### src/rtl/sipo_deserializer.sv
// Serial-in, parallel-out deserializer with a one-word valid/ready holding register.
// A word that completes while the holding register is full and not draining is dropped and flagged.
module sipo_deserializer #(
    parameter int WIDTH     = 4,
    parameter bit MSB_FIRST = 1'b1
) (
    input  logic             clk,
    input  logic             rst_n,
    input  logic             s_valid,
    input  logic             s_data,
    input  logic             clear,
    output logic [WIDTH-1:0] m_data,
    output logic             m_valid,
    input  logic             m_ready,
    output logic             busy,
    output logic             overrun
);

    localparam int CW = (WIDTH > 2) ? $clog2(WIDTH) : 1;
    localparam logic [CW-1:0] CNT_LAST = CW'(WIDTH - 1);

    typedef enum logic {
        EMPTY = 1'b0,
        FULL  = 1'b1
    } state_t;

    state_t            state_q, state_d;
    logic [WIDTH-1:0]  sh_q, sh_d;
    logic [CW-1:0]     cnt_q, cnt_d;
    logic [WIDTH-1:0]  m_data_q, m_data_d;
    logic              overrun_q, overrun_d;

    logic              accept;
    logic              complete;
    logic [WIDTH-1:0]  sh_next;

    // sh_next already contains the final bit, so a completing word is loaded from it directly.
    always_comb begin
        accept   = s_valid && !clear;
        sh_next  = MSB_FIRST ? {sh_q[WIDTH-2:0], s_data} : {s_data, sh_q[WIDTH-1:1]};
        complete = accept && (cnt_q == CNT_LAST);
    end

    always_comb begin
        sh_d  = sh_q;
        cnt_d = cnt_q;
        if (clear) begin
            cnt_d = '0;
        end else if (s_valid) begin
            sh_d  = sh_next;
            cnt_d = complete ? '0 : cnt_q + 1'b1;
        end
    end

    always_comb begin
        state_d   = state_q;
        m_data_d  = m_data_q;
        overrun_d = 1'b0;
        unique case (state_q)
            EMPTY: begin
                if (complete) begin
                    state_d  = FULL;
                    m_data_d = sh_next;
                end
            end
            FULL: begin
                if (complete) begin
                    if (m_ready) m_data_d  = sh_next;
                    else         overrun_d = 1'b1;
                end else if (m_ready) begin
                    state_d = EMPTY;
                end
            end
            default: state_d = EMPTY;
        endcase
    end

    always_ff @(posedge clk or negedge rst_n) begin
        if (!rst_n) begin
            state_q   <= EMPTY;
            sh_q      <= '0;
            cnt_q     <= '0;
            m_data_q  <= '0;
            overrun_q <= 1'b0;
        end else begin
            state_q   <= state_d;
            sh_q      <= sh_d;
            cnt_q     <= cnt_d;
            m_data_q  <= m_data_d;
            overrun_q <= overrun_d;
        end
    end

    assign m_data  = m_data_q;
    assign m_valid = (state_q == FULL);
    assign busy    = (cnt_q != '0);
    assign overrun = overrun_q;

endmodule

### config.mk
export PLATFORM = sky130hd
export DESIGN_NAME = sipo_deserializer
export DESIGN_NICKNAME = d
export VERILOG_FILES = /design/src/rtl/sipo_deserializer.sv
export SDC_FILE = /design/constraint.sdc
export NUM_CORES = 1
export LEC_CHECK = 0
export ABC_AREA = 1
export CAP_MARGIN = 5
export CORE_AREA = 5 5 42 44
export DETAILED_ROUTE_END_ITERATION = 8
export DIE_AREA = 0 0 47 49
export GPL_TIMING_DRIVEN = 0
export SLEW_MARGIN = 10
export SYNTH_ARGS = -nofsm -noshare
export SYNTH_HDL_FRONTEND = slang
export SYNTH_SLANG_ARGS = --single-unit
### constraint.sdc
create_clock -name clk -period 1.2 [get_ports clk]
set_input_delay 0.3 -clock clk [delete_from_list [all_inputs] [get_ports clk]]
set_output_delay 0.3 -clock clk [all_outputs]
set_load 0.02 [all_outputs]
# --- After elaboration in Yosys (flattened, before gate mapping) ---
# Cells that the tools add are included.
totals:
  elab_cells: 32
  output_inout_bits: 7
  regBits: 11
classes:
  n_mux: 13
  n_eq_ne: 4
  reduce_logical: 7
  bitwise_logic: 2
  add_sub_neg: 1
ops:
  columns: ["operator", "count"]
  rows:
  - ["$mux 4", 3]
  - ["$pmux 4 s2", 1]
  - ["$mux 2", 3]
  - ["$mux 1", 5]
  - ["$ne 2x2->1 const B", 2]
  - ["$reduce_bool 2->1", 2]
  - ["$reduce_and 3->1", 1]
  - ["$add 2x1->2 const B", 1]
  - ["$eq 2x2->1 const B", 1]
  - ["$logic_and 1x1->1", 2]
  - ["$ne 2x1->1 const B", 1]
  - ["$not 1->1", 2]
  - ["$pmux 1 s2", 1]
  - ["$reduce_and 2->1", 1]
  - ["$logic_not 1->1", 1]

# --- Logic depth before layout (Yosys ltp) ---
depth:
  ltp_word: 6
  mapped_depth: 5
  depth_no_buf: 5

# --- Least setup slack after synthesis ---
# No wires, ideal clock.
synth_path:
  path_type: "register -> output"
  start: "register cnt_q[0]"
  end: "output port busy"
  slack_ns: 0.185
  path_stages_with_launch: 4
  n_path_buf: 0
  t_arrival_ns: 0.715
  path_cell_list: "dfrtp_1 inv_1 ha_1 inv_1"
synth_between:
  elab_chain_len: 1
synth_rtl:
  columns: ["item", "line_no", "rtl"]
  rows:
  - ["from (decl)", "29", "logic [CW-1:0] cnt_q, cnt_d;"]
  - ["from (signal assigned)", "88", "cnt_q <= cnt_d;"]
  - ["$reduce_bool 2->1", "96", "assign busy = (cnt_q != '0);"]
  - ["to (decl)", "15", "output logic busy,"]
# Every way passes these cells.

# --- Worst setup path in the final report ---
layout_path:
  start: "register cnt_q[1]"
  end: "output port busy"
# The elaborated chain is that of the path after synthesis.

==> flow_summary_export.csv <==
group,metric,value,unit
run_status,outcome,"finished, violations left",
run_status,violations,"negative setup slack",
die,io_pins,13,
critical_path,crit_type,"reg2out",
die,chipHeight,49,um
timing,drv_slew,0,
critical_path,cp-endpoint,"busy",
synthesis,async_reset_ff_share,100,%
critical_path,endpoint_kind,"output port",
timing,relSlewSlack,66.6,%
synthesis,synth_top_cell_area_share,56.4,%
synthesis,yosysTopAreaCell,"dfrtp_1",
grt,grt_pass1_wl,1.56,mm
layout,final_area,688,sq um
detailed_routing,routed_wl,945,um
timing,tightest_slew,0.500,ns
cts,clk_pin_slew,0.07,ns
layout,fillers,142,
critical_path,r2r_cells,6,
synthesis,synthTopCellsByCount,"nand2_1 (17), dfrtp_1 (11), inv_1 (7), nand4_1 (4), o21ai_1 (3)",
detailed_routing,routed.top_layer,"met4",
layout,layout-drive-gt1-share,32.9,%
timing,finalCritPeriodShare,109,%
placed_design,dpl_cell_area,628,sq um
die,rows,14,
critical_path,cpMostUsedCell,"inv_2",
critical_path,cp_slowest_cell,"dfrtp_1",
critical_path,ff2ff_setup_slack,0.10,ns
critical_path,critPathArrivalTime,1.01,ns
pwr,total_power,0.877,mW
detailed_routing,vias_per_cell,4.52,
synthesis,syn_nets,60,
placed_design,place_congestion,0.788,
layout,layout.nets,82,
critical_path,timing.rr.end,"m_data[1]",
cts,insertion_delay,0.27,ns
detailed_routing,vias,402,
die,die_w,47,um
die,start_util,34.8,%
synthesis,yosysUniqueCellTypes,13,
timing,clock_skew,0.00112,ns
grt,antenna_found_initial,0,
layout,fin_cells,89,
detailed_routing,met1_length,426,um
synthesis,synth_seq_cells,11,
grt,grt_pass1_vias,365,
timing,setup_slack,-0.112,ns
detailed_routing,drtIter0Drc,13,
grt,grtUsageTotal,10.1,%
critical_path,worstSetupPathDepth,4,
synthesis,synth_area,488,sq um
detailed_routing,drtAntennaViolNets,0,
detailed_routing,drtPass1Iterations,4,
grt,grt_max_degree,12,
layout,diodes,0,
cts,ctsHoldBuffers,0,
cts,cts_max_level,1,
detailed_routing,wl_met2,385,um
detailed_routing,wl_per_cell,10.6,um
timing,finalHoldViolations,0,
critical_path,cp-start-kind,"flop",
pwr,p_leak,0.360,nW
critical_path,crit_path_max_fanout,2,
synthesis,synth-main-ff-cell,"dfrtp_1",
die,core_region_area,1400,sq um
placed_design,dpl.cell_count,80,
pwr,irDropWorstVdd,455,uV
timing,whs,0.363,ns
synthesis,yosysSeqAreaShare,56.4,%
detailed_routing,drc,0,
detailed_routing,met3_length,80,um
critical_path,cp_top_family,"flip-flops",
timing,fmaxAchievable,762,MHz
timing,rsz0062_at_grt,"yes",
layout,area.growth.synth_to_final,41.0,%
cts,cts.sinks,11,
synthesis,syn_inst,52,
cts,clock_path_buffers,2,
cts,clock_tree.root_cell,"clkbuf_4",
cts,cts_tree,"done",
synthesis,synth_edf_count,0,
placed_design,dp_worst_setup_slack,-0.352,ns
critical_path,cp_num_buf_inv,3,
critical_path,required,0.90,ns
synthesis,synth_most_common_cell,"nand2_1",
cts,cts_buffers,3,
critical_path,slowest_delay,0.39,ns
die,dieArea,2300,sq um
synthesis,synth_area_leaders,"dfrtp_1 (56%), nand2_1 (13%), inv_1 (5.4%)",
timing,period_minus_slack,1.31,ns
placed_design,io_buffers,12,
critical_path,worstPathCellList,"inv_2, ha_4, inv_2, buf_6",
synthesis,yosysWarnings,0,
grt,grt-ovfl-total,0,
flow_run,maxCapViolations,0,
critical_path,timing.rr.start,"cnt_q[1]",
pwr,cellPowerDensity,1270,nW/um^2
placed_design,post-dp-hpwl,665,um
min_path,min_path_type,"in2async",
timing,setup_viol,1,
critical_path,startpoint,"cnt_q[1]",
synthesis,syn_avg_cell_area,9.38,sq um
cells in the final DEF (no fill, tap or decap), drive strengths merged:
cell            n
nand4           4
o21ai           4
nand3           1
nand2          18
nor2            3
clkbuf          4
or2             1
ha              2
dfrtp          11
buf            13
clkdlybuf4s50   5
inv             7
registers in the layout, summed over array words and instances (netlist names):
signal   count
sh_q         3
cnt_q        2
m_data       4
m_valid      1
overrun      1
worst min-delay path by stage:
stage                     startpoint   endpoint  cells after the start
after floorplan                rst_n   cnt_q[0]                      0
after global placement     m_data[1]  m_data[1]                      2
after detailed placement   m_data[0]  m_data[0]                      2
after CTS                      rst_n  m_data[3]                      1
after global routing           rst_n  m_data[0]                      1
final                          rst_n  m_data[0]                      1
what timing repair did:
action / in CTS / in global routing
gates resized for setup: 34 / 3
cloned: 0 / 0
endpoints found under the setup margin: 7 / 6
setup buffers: 3 / 2
pin swaps: 1 / 0
power breakdown:
part	internal, mW	switching [mW]	total, mW
Clock	0.129	0.123	0.252
Sequential	0.412	0.0228	0.435
Combinational	0.0868	0.103	0.190
Total	0.628	0.249	0.877
logic make-up after synthesis:
group	synth area share (%)
DFF	56.4
and+or+nand+nor	26.7
buffers and inverters	7.69
adders and majority gates	5.13
AOI/OAI and AO/OA	4.10
metrics by stage:
step	util, %	setup TNS (ns)
floorplan	-	0
global placement	44.8	-1.69
detailed placement	44.8	-1.75
CTS	47.6	-0.116
global route	49.1	-0.176
finish	49.1	-0.112
layer usage:
metal | GRT usage, % | up-vias
met3 | 3.32 | 4
li1 | - | 211
met1 | 13.2 | 174
met5 | 0 | -
met2 | 11.5 | 13
met4 | 11.1 | 0
area by class of cell:
| cell class | count | area (sq um) | share of cell area [%] |
|---|---|---|---|
| Buffer | 1 | 11.3 | 1.64 |
| Clock buffer | 4 | 26.3 | 3.82 |
| Inverter | 7 | 26.3 | 3.82 |
| Multi-Input combinational cell | 33 | 200 | 29.1 |
| Sequential cell | 11 | 275 | 40.0 |
| Tap cell | 16 | 20.0 | 2.91 |
| Timing Repair Buffer | 17 | 129 | 18.7 |
Power figures use the tool's default switching activity.
